<file path="src/rtl/mem_bus_arbiter_if.sv">
// Bus bundle for mem_bus_arbiter: instruction-fetch port, load/store port
// and the Avalon-MM master side. The arbiter binds to the master modport.
// The CPU ports and the memory together bind to the slave modport.

interface mem_bus_arbiter_if;
   // instruction fetch port
   logic        if_req;
   logic [31:0] if_addr;
   logic        if_gnt;
   logic        if_rvalid;
   logic [31:0] if_rdata;

   // load/store port
   logic        d_req;
   logic        d_we;
   logic [31:0] d_addr;
   logic [31:0] d_wdata;
   logic [3:0]  d_be;
   logic        d_gnt;
   logic        d_rvalid;
   logic [31:0] d_rdata;

   // Avalon-MM master
   logic [31:0] avm_address;
   logic        avm_read;
   logic        avm_write;
   logic [31:0] avm_writedata;
   logic [3:0]  avm_byteenable;
   logic [31:0] avm_readdata;
   logic        avm_waitrequest;

   modport master (
      input  if_req, if_addr,
      input  d_req, d_we, d_addr, d_wdata, d_be,
      input  avm_readdata, avm_waitrequest,
      output if_gnt, if_rvalid, if_rdata,
      output d_gnt, d_rvalid, d_rdata,
      output avm_address, avm_read, avm_write, avm_writedata, avm_byteenable
   );

   modport slave (
      output if_req, if_addr,
      output d_req, d_we, d_addr, d_wdata, d_be,
      output avm_readdata, avm_waitrequest,
      input  if_gnt, if_rvalid, if_rdata,
      input  d_gnt, d_rvalid, d_rdata,
      input  avm_address, avm_read, avm_write, avm_writedata, avm_byteenable
   );
endinterface

</file>
<file path="src/rtl/mem_bus_arbiter.sv">
// mem_bus_arbiter: shares one Avalon-MM master between the instruction-fetch
// port and the load/store port, with at most one transaction outstanding.
// Optional build macro MEM_ARB_RR_EN: when defined, simultaneous requests are
// granted round-robin using a 1-bit last-grant pointer; when undefined, the
// data port always wins a tie and no pointer register exists.
//
// state    | meaning
// ---------+---------------------------------------------------------------
// IDLE     | no transaction; requests sampled and arbitrated each edge
// ISSUE_IF | fetch read on the Avalon bus, waiting for waitrequest=0
// ISSUE_D  | load or store on the Avalon bus, waiting for waitrequest=0
// RESP     | one cycle: read data returned to the owner with rvalid

module mem_bus_arbiter (
   input  logic                  clk,
   input  logic                  reset,
   mem_bus_arbiter_if.master     bus,
   output logic                  busy
);

   typedef enum logic [1:0] {
      IDLE     = 2'd0,
      ISSUE_IF = 2'd1,
      ISSUE_D  = 2'd2,
      RESP     = 2'd3
   } state_t;

   state_t      state_q;
   state_t      state_d;

   // Fields of the transaction in flight, captured when it wins arbitration.
   logic [31:0] addr_q;
   logic [31:0] wdata_q;
   logic [3:0]  be_q;
   logic        we_q;
   logic        owner_d_q;

   // Last read data returned to each port; held between responses.
   logic [31:0] if_rdata_q;
   logic [31:0] d_rdata_q;

   logic        latch_if;
   logic        latch_d;
   logic        issuing;
   logic        accept;
   logic        in_resp;
   logic        pick_d;

`ifdef MEM_ARB_RR_EN
   // 1 = data port was granted last; reset means fetch was last so data wins the first tie.
   logic        last_d_q;

   // Round-robin pointer follows every grant pulse.
   always_ff @(posedge clk) begin
      if (reset) begin
         last_d_q <= 1'b0;
      end else if (bus.if_gnt || bus.d_gnt) begin
         last_d_q <= bus.d_gnt;
      end
   end

   assign pick_d = !last_d_q;
`else
   assign pick_d = 1'b1;
`endif

   // State register.
   always_ff @(posedge clk) begin
      if (reset) begin
         state_q <= IDLE;
      end else begin
         state_q <= state_d;
      end
   end

   // Next-state decode and arbitration; requests only matter in IDLE.
   always_comb begin
      state_d  = state_q;
      latch_if = 1'b0;
      latch_d  = 1'b0;
      issuing  = 1'b0;
      in_resp  = 1'b0;
      case (state_q)
         IDLE: begin
            if (bus.d_req && (!bus.if_req || pick_d)) begin
               state_d = ISSUE_D;
               latch_d = 1'b1;
            end else if (bus.if_req) begin
               state_d  = ISSUE_IF;
               latch_if = 1'b1;
            end
         end
         ISSUE_IF, ISSUE_D: begin
            issuing = 1'b1;
            if (!bus.avm_waitrequest) begin
               state_d = we_q ? IDLE : RESP;
            end
         end
         RESP: begin
            in_resp = 1'b1;
            state_d = IDLE;
         end
         default: begin
            state_d = IDLE;
         end
      endcase
   end

   // Capture the winner's fields and the returned read data.
   always_ff @(posedge clk) begin
      if (reset) begin
         addr_q     <= '0;
         wdata_q    <= '0;
         be_q       <= '0;
         we_q       <= 1'b0;
         owner_d_q  <= 1'b0;
         if_rdata_q <= '0;
         d_rdata_q  <= '0;
      end else begin
         if (latch_d) begin
            addr_q    <= bus.d_addr;
            wdata_q   <= bus.d_wdata;
            be_q      <= bus.d_be;
            we_q      <= bus.d_we;
            owner_d_q <= 1'b1;
         end else if (latch_if) begin
            addr_q    <= bus.if_addr;
            wdata_q   <= '0;
            be_q      <= 4'hF;
            we_q      <= 1'b0;
            owner_d_q <= 1'b0;
         end
         if (in_resp) begin
            if (owner_d_q) begin
               d_rdata_q <= bus.avm_readdata;
            end else begin
               if_rdata_q <= bus.avm_readdata;
            end
         end
      end
   end

   // Fetches are always word aligned; the low address bits are masked here
   // rather than at capture so the whole request address is registered.
   assign bus.avm_address    = owner_d_q ? addr_q : {addr_q[31:2], 2'b00};
   assign bus.avm_writedata  = wdata_q;
   assign bus.avm_byteenable = be_q;
   assign bus.avm_read       = issuing && !we_q;
   assign bus.avm_write      = issuing && we_q;

   assign accept       = issuing && !bus.avm_waitrequest;
   assign bus.if_gnt   = accept && (state_q == ISSUE_IF);
   assign bus.d_gnt    = accept && (state_q == ISSUE_D);

   assign bus.if_rvalid = in_resp && !owner_d_q;
   assign bus.d_rvalid  = in_resp && owner_d_q;

   // During RESP the owner sees the live bus data; otherwise the held copy.
   assign bus.if_rdata = bus.if_rvalid ? bus.avm_readdata : if_rdata_q;
   assign bus.d_rdata  = bus.d_rvalid  ? bus.avm_readdata : d_rdata_q;

   assign busy = (state_q != IDLE);

endmodule
</file>
<file path="src/flat_wrapper.sv">
// flat-port wrapper written by rule: the top's interface ports become plain ports
module mem_bus_arbiter_flat 
  (clk, reset, busy, bus_if_req, bus_if_addr, bus_d_req, bus_d_we, bus_d_addr, bus_d_wdata, bus_d_be, bus_avm_readdata, bus_avm_waitrequest, bus_if_gnt, bus_if_rvalid, bus_if_rdata, bus_d_gnt, bus_d_rvalid, bus_d_rdata, bus_avm_address, bus_avm_read, bus_avm_write, bus_avm_writedata, bus_avm_byteenable);
  mem_bus_arbiter_if bus_i ();
  input  logic clk;
  input  logic reset;
  output logic busy;
  input wire logic [$bits(bus_i.if_req)-1:0] bus_if_req;
  input wire logic [$bits(bus_i.if_addr)-1:0] bus_if_addr;
  input wire logic [$bits(bus_i.d_req)-1:0] bus_d_req;
  input wire logic [$bits(bus_i.d_we)-1:0] bus_d_we;
  input wire logic [$bits(bus_i.d_addr)-1:0] bus_d_addr;
  input wire logic [$bits(bus_i.d_wdata)-1:0] bus_d_wdata;
  input wire logic [$bits(bus_i.d_be)-1:0] bus_d_be;
  input wire logic [$bits(bus_i.avm_readdata)-1:0] bus_avm_readdata;
  input wire logic [$bits(bus_i.avm_waitrequest)-1:0] bus_avm_waitrequest;
  output wire logic [$bits(bus_i.if_gnt)-1:0] bus_if_gnt;
  output wire logic [$bits(bus_i.if_rvalid)-1:0] bus_if_rvalid;
  output wire logic [$bits(bus_i.if_rdata)-1:0] bus_if_rdata;
  output wire logic [$bits(bus_i.d_gnt)-1:0] bus_d_gnt;
  output wire logic [$bits(bus_i.d_rvalid)-1:0] bus_d_rvalid;
  output wire logic [$bits(bus_i.d_rdata)-1:0] bus_d_rdata;
  output wire logic [$bits(bus_i.avm_address)-1:0] bus_avm_address;
  output wire logic [$bits(bus_i.avm_read)-1:0] bus_avm_read;
  output wire logic [$bits(bus_i.avm_write)-1:0] bus_avm_write;
  output wire logic [$bits(bus_i.avm_writedata)-1:0] bus_avm_writedata;
  output wire logic [$bits(bus_i.avm_byteenable)-1:0] bus_avm_byteenable;
  assign bus_i.if_req = bus_if_req;
  assign bus_i.if_addr = bus_if_addr;
  assign bus_i.d_req = bus_d_req;
  assign bus_i.d_we = bus_d_we;
  assign bus_i.d_addr = bus_d_addr;
  assign bus_i.d_wdata = bus_d_wdata;
  assign bus_i.d_be = bus_d_be;
  assign bus_i.avm_readdata = bus_avm_readdata;
  assign bus_i.avm_waitrequest = bus_avm_waitrequest;
  assign bus_if_gnt = bus_i.if_gnt;
  assign bus_if_rvalid = bus_i.if_rvalid;
  assign bus_if_rdata = bus_i.if_rdata;
  assign bus_d_gnt = bus_i.d_gnt;
  assign bus_d_rvalid = bus_i.d_rvalid;
  assign bus_d_rdata = bus_i.d_rdata;
  assign bus_avm_address = bus_i.avm_address;
  assign bus_avm_read = bus_i.avm_read;
  assign bus_avm_write = bus_i.avm_write;
  assign bus_avm_writedata = bus_i.avm_writedata;
  assign bus_avm_byteenable = bus_i.avm_byteenable;
  mem_bus_arbiter u_core (.clk(clk), .reset(reset), .bus(bus_i), .busy(busy));
endmodule
</file>
<file path="config.mk">
export PLATFORM = sky130hd
export DESIGN_NAME = mem_bus_arbiter_flat
export DESIGN_NICKNAME = d
export VERILOG_FILES = /design/src/rtl/mem_bus_arbiter_if.sv /design/src/rtl/mem_bus_arbiter.sv /design/src/flat_wrapper.sv
export SDC_FILE = /design/constraint.sdc
export NUM_CORES = 1
export LEC_CHECK = 0
export BUFFER_PORTS_ARGS = -buffer_cell sky130_fd_sc_hd__buf_2
export CAP_MARGIN = 10
export CORE_UTILIZATION = 35
export CTS_CLUSTER_SIZE = 25
export DETAILED_ROUTE_END_ITERATION = 10
export PLACE_DENSITY = 0.73
export SYNTH_ARGS = -nofsm -noshare
export SYNTH_HDL_FRONTEND = slang
export SYNTH_SLANG_ARGS = --single-unit
</file>
<file path="constraint.sdc">
create_clock -name clk -period 2.4 [get_ports clk]
set_input_delay 0 -clock clk [delete_from_list [all_inputs] [get_ports clk]]
set_output_delay 0 -clock clk [all_outputs]
set_load 0.05 [all_outputs]
</file>
## After elaboration in Yosys (flattened, before gate mapping)

Index checks and enable logic that the tools add are counted.

- Reduce and logical (&&, ||, !) cells: 17
- Muxes and demuxes: 24
- Equality and inequality tests: 5
- Bitwise logic cells: 1

Operator list:

| operator | number |
|---|---|
| 32-bit two-way mux | 6 |
| 1-bit two-way mux | 10 |
| 2-bit two-way mux | 5 |
| 4-bit two-way mux | 2 |
| 1-bit logical AND | 7 |
| 2-bit case mux with 3 select lines | 1 |
| 2-bit AND reduction | 3 |
| 2-bit equality test (second input constant) | 2 |
| 2-bit nonzero test | 2 |
| 1-bit logical NOT | 3 |
| 3-bit != test (second input constant) | 1 |
| 2-bit by 1-bit equality test with 1-bit output (second input constant) | 1 |
| 2-bit logical NOT | 1 |
| 2-bit != test (second input constant) | 1 |
| 2-bit OR reduction | 1 |
| 1-bit NOT | 1 |

- Word-level logic and storage cells: 55
- Flip-flop bits (word level): 136
- Output and inout bits: 139

## Logic depth before layout (Yosys ltp)

- Word-level depth: 5
- Mapped depth: 8
- Gate-level depth less buffers: 5

## Worst setup path before layout

OpenSTA, ideal clock, no wires.

- Path kind: reg-to-output
- From: reg u_core.state_q[0]
- To: out bus_if_gnt
- Slack: 0.450 ns
- Cell stages (with the launch flop): 5
- Data required time: 2.400 ns
- Arrival: 1.950 ns
- Cell sequence: dfxtp_1 -> inv_1 -> ha_1 -> inv_1 -> nor3b_1

- Longest elaborated chain between the ends: 5
- Elaborated cells on any way between the ends: 6
- Those cells by class: 2 x eq/ne; 1 x mux; 3 x reduce/logical

RTL lines:

| element | line | text |
|---|---|---|
| start: declaration | mem_bus_arbiter.sv:28 | `state_t state_q;` |
| start signal: assignment | mem_bus_arbiter.sv:72 | `state_q <= state_d;` |
| 2-bit equality test or 2-bit by 1-bit equality test with 1-bit output (tied branches) | mem_bus_arbiter.sv:83, mem_bus_arbiter.sv:152 |  |
| 2-bit OR reduction | mem_bus_arbiter.sv:83 | `case (state_q)` |
| 1-bit two-way mux | mem_bus_arbiter.sv:83 |  |
| 1-bit logical AND | mem_bus_arbiter.sv:151 | `assign accept = issuing && !bus.avm_waitrequest;` |
| 1-bit logical AND (*) | mem_bus_arbiter.sv:152 | `assign bus.if_gnt = accept && (state_q == ISSUE_IF);` |
| end: declaration | flat_wrapper.sv:17 | `output wire logic [$bits(bus_i.if_gnt)-1:0] bus_if_gnt;` |

Every way passes the cells marked *; elsewhere a longest branch is shown, timed or not.

## Worst setup path after layout

- From: reg u_core.state_q[0]
- To: out bus_if_rdata[29]

- Longest elaborated chain between the ends: 4

RTL lines:

| element | line | text |
|---|---|---|
| 2-bit equality test | mem_bus_arbiter.sv:83 |  |
| 1-bit two-way mux | mem_bus_arbiter.sv:83 |  |
| 1-bit logical AND | mem_bus_arbiter.sv:155 | `assign bus.if_rvalid = in_resp && !owner_d_q;` |
| 32-bit two-way mux | mem_bus_arbiter.sv:159 | `assign bus.if_rdata = bus.if_rvalid ? bus.avm_readdata : if_rdata_q;` |
| end: declaration | flat_wrapper.sv:19 | `output wire logic [$bits(bus_i.if_rdata)-1:0] bus_if_rdata;` |

No other way between the ends.

==> metrics.csv <==
stage;metric;value;unit
grt;globalRouteTotalUtil;0.203;
clock_tree;cts_max_path_buffers;2;
route;drt.antenna.violating_nets;0;
status;run_status;finished clean;
sta;fin_crit;2.15;ns
logic_synthesis;synth.cell_area;5980;µm²
clock_tree;cts_resized;0;
sta;rsz0062_at_grt;no;
sta;timing.final.max_slew_violations;0;
clock_tree;clk_latency_worst_skew_pair;0.41;ns
clock_tree;cts_htree_levels;4;
worst_setup_path;worstReg2RegStart;u_core.state_q[0];
logic_synthesis;synth_fp_nets;757;
power;pwr-share-clk;0.272;
die;die-area;17600;µm²
route;wire_per_inst;14.9;µm
clock_tree;cts.sinks;136;
route;drc_errors;0;
die;dieHeight;133;µm
worst_setup_path;timing.critical_path.from_type;flop;
power;internal-power;0.00519;W
min_path;timing.hold.worst.class;primary input to flop;
layout;drive_above_1_share;0.393;
worst_setup_path;timing.setup.critical_path_class;flop to primary output;
min_path;holdCritStartpoint;bus_if_addr[16];
worst_setup_path;setup.worst_path.start;u_core.state_q[0];
power;max-vdd-ir-drop;0.000663;V
job;drv_cap;0;
sta;slew-limit-headroom;0.570;
logic_synthesis;synth.lib_cells_used.distinct;26;
place;place_congestion;0.783;
clock_tree;cts_made_buffers;17;
logic_synthesis;yosysSeqAreaShare;0.455;
route;first_pass_iters;4;
grt;grt_start_max_net_pins;58;
sta;hold_viol_final;0;
place;port-buffer-count;276;
sta;max_freq;466;MHz
route;avgViaCountPerCell;4.68;
grt;first_global_vias;5721;
logic_synthesis;ys_warn_count;0;
die;die_width;133;µm
place;dp.final_hpwl;10.5;mm
grt;grt_pass1_wl;28.4;mm
grt;antenna_violations_before_repair;0;
layout;diodes_inserted;0;
clock_tree;clk_transition_reported_paths;0.06;ns
logic_synthesis;postSynthAreaPerCell;9.74;µm²
place;placed_area;7250;µm²
logic_synthesis;synth.ff_latch_count;136;
layout;final_cell_mix;sky130_fd_sc_hd__buf_2 (275), sky130_fd_sc_hd__dfxtp_1 (136), sky130_fd_sc_hd__dlygate4sd3_1 (124);
logic_synthesis;syn-instance-count;614;
sta;setup-tns-final;0;ns
worst_setup_path;critPathRequiredTime;2.40;ns
layout;area.growth.synth_to_final;51.3;%
power;share_of_power_burned_in_registers;0.310;
die;core-area;16600;µm²
layout;final_net_count;1108;
sta;setup_viol;0;
grt;grt_overflow;0;
die;boundaryPins;277;
sta;worst_clock_skew;0.00582;ns
layout;final_common_cell;sky130_fd_sc_hd__buf_2;
worst_setup_path;arrival;2.15;ns
layout;filler_cell_count;1391;
power;switching_share;0.425;
power;netSwitchingPower;0.00383;W
layout;post-route-util;0.544;
route;drt_wl_total;17.9;mm
clock_tree;cts_tree;built;
worst_setup_path;timing.critical_path.to_type;primary output;
power;pwr_density_cell;997;nW/µm²
sta;fin_crit_sh;0.894;
power;power_frac_comb;0.418;
clock_tree;clock_tree.root_cell;sky130_fd_sc_hd__clkbuf_16;
route;dr.first_iter.drc_count;232;
die;starting_density;0.359;
die;rows;47;
route;dr_total_vias;5603;
worst_setup_path;crit_path_max_fanout;25;
sta;worst-slew-pin-transition;0.646;ns
power;p_leak;4.61;nW
layout;post-route-cell-area;9050;µm²
stage by stage:
step	hold WS (ns)	setup WS (ns)	cells	power [W]
5_1_grt	0.0444	0.146	1198	0.00943
6_report	0.0382	0.255	1198	0.00902
4_1_cts	0.0154	0.198	1198	0.00904
2_1_floorplan	0.148	0.450	614	0.00586
3_3_place_gp	0.232	0.640	1042	0.00636
3_5_place_dp	0.244	0.534	1042	0.00639
path summary, 6_finish.rpt:
path,to,slack (ns),depth (start not counted)
worst max-delay path,bus_if_rdata[29],0.25,5
worst min-delay path,u_core.addr_q[16],0.04,4
worst max register to register,u_core.addr_q[14],0.48,6
worst min register to register,u_core.bus.avm_byteenable[2],0.49,2
power by group through the flow:
stage / registers [W] / logic, W / clock network, W
after floorplan: 0.00317 / 0.00269 / 0
after global placement: 0.00283 / 0.00352 / 0
after detailed placement: 0.00284 / 0.00356 / 0
after CTS: 0.00279 / 0.00373 / 0.00252
after global routing: 0.00284 / 0.00398 / 0.00261
final: 0.00280 / 0.00377 / 0.00245
flip-flops by register name, summed over array words and instances, names as in the netlist:
register and cells:
u_core.owner_d_q 1, u_core.we_q 1, u_core.addr_q 32, u_core.bus.avm_writedata 32, u_core.state_q 2, u_core.d_rdata_q 32
u_core.if_rdata_q 32, u_core.bus.avm_byteenable 4
critical path, stage by stage (launching register included):
cell and delay, ns:
sky130_fd_sc_hd__dfxtp_1 0.34, sky130_fd_sc_hd__ha_1 0.24, sky130_fd_sc_hd__nand2b_2 0.29, sky130_fd_sc_hd__buf_12 0.27, sky130_fd_sc_hd__mux2_2 0.36, sky130_fd_sc_hd__buf_2 0.21
cell type report:
cell class              instances  area (µm²)  share of cell area
inverters                      37         139              0.0154
multi-input cells             362        2620               0.290
clock buffers                  19         433              0.0479
well taps                     220         275              0.0304
clock inverters                13         121              0.0134
repair buffers                411        2730               0.302
flip-flops and latches        136        2720               0.301
cells by family (layout without fill, tap and decap cells):
kind of cell,Yosys count,in the layout,synth area share
buffers and inverters,116,480,0.107
adder cells (fa/ha/maj),5,5,0.0105
AND/OR/NAND/NOR,188,188,0.151
multiplexers,65,65,0.140
flip-flops,136,136,0.455
AO/OA/AOI/OAI,104,104,0.136
what timing repair did:
| item | in CTS | in global routing |
|---|---|---|
| buffers inserted | 0 | 0 |
| hold buffers | 124 | 0 |
| endpoints found under the hold margin | 128 | 0 |
synthesized netlist by cell type:
master,number,share of area
sky130_fd_sc_hd__nor2_1,106,0.067
sky130_fd_sc_hd__o21a_1,1,0.0013
sky130_fd_sc_hd__mux2i_1,1,0.0017
sky130_fd_sc_hd__clkbuf_1,17,0.011
sky130_fd_sc_hd__a22oi_1,33,0.041
sky130_fd_sc_hd__nor2b_1,65,0.068
sky130_fd_sc_hd__or3b_4,1,0.0019
sky130_fd_sc_hd__buf_6,5,0.0094
sky130_fd_sc_hd__dfxtp_1,136,0.46
sky130_fd_sc_hd__nor3b_1,1,0.0013
sky130_fd_sc_hd__a21oi_1,3,0.0025
sky130_fd_sc_hd__mux2_2,35,0.066
sky130_fd_sc_hd__mux2_4,29,0.073
sky130_fd_sc_hd__buf_4,38,0.048
sky130_fd_sc_hd__and2_1,4,0.0042
sky130_fd_sc_hd__o311a_1,1,0.0017
sky130_fd_sc_hd__ha_1,5,0.010
sky130_fd_sc_hd__a211oi_1,34,0.043
sky130_fd_sc_hd__o21ai_2,1,0.0015
sky130_fd_sc_hd__nand2b_1,3,0.0031
sky130_fd_sc_hd__nand2_1,4,0.0025
sky130_fd_sc_hd__buf_2,17,0.014
sky130_fd_sc_hd__buf_1,2,0.0013
sky130_fd_sc_hd__nor3_1,4,0.0033
sky130_fd_sc_hd__inv_1,37,0.023
sky130_fd_sc_hd__a22o_1,31,0.045
metal layers:
metal / GRT usage / share of wire / up-vias
met3: 0.0602 / 0.058 / 41
li1: - / - / 2734
met4: 0.0900 / 0.028 / 0
met5: 0 / 0 / -
met1: 0.216 / 0.41 / 2606
met2: 0.368 / 0.50 / 222
Note: power is estimated with default switching activity, not from simulation.
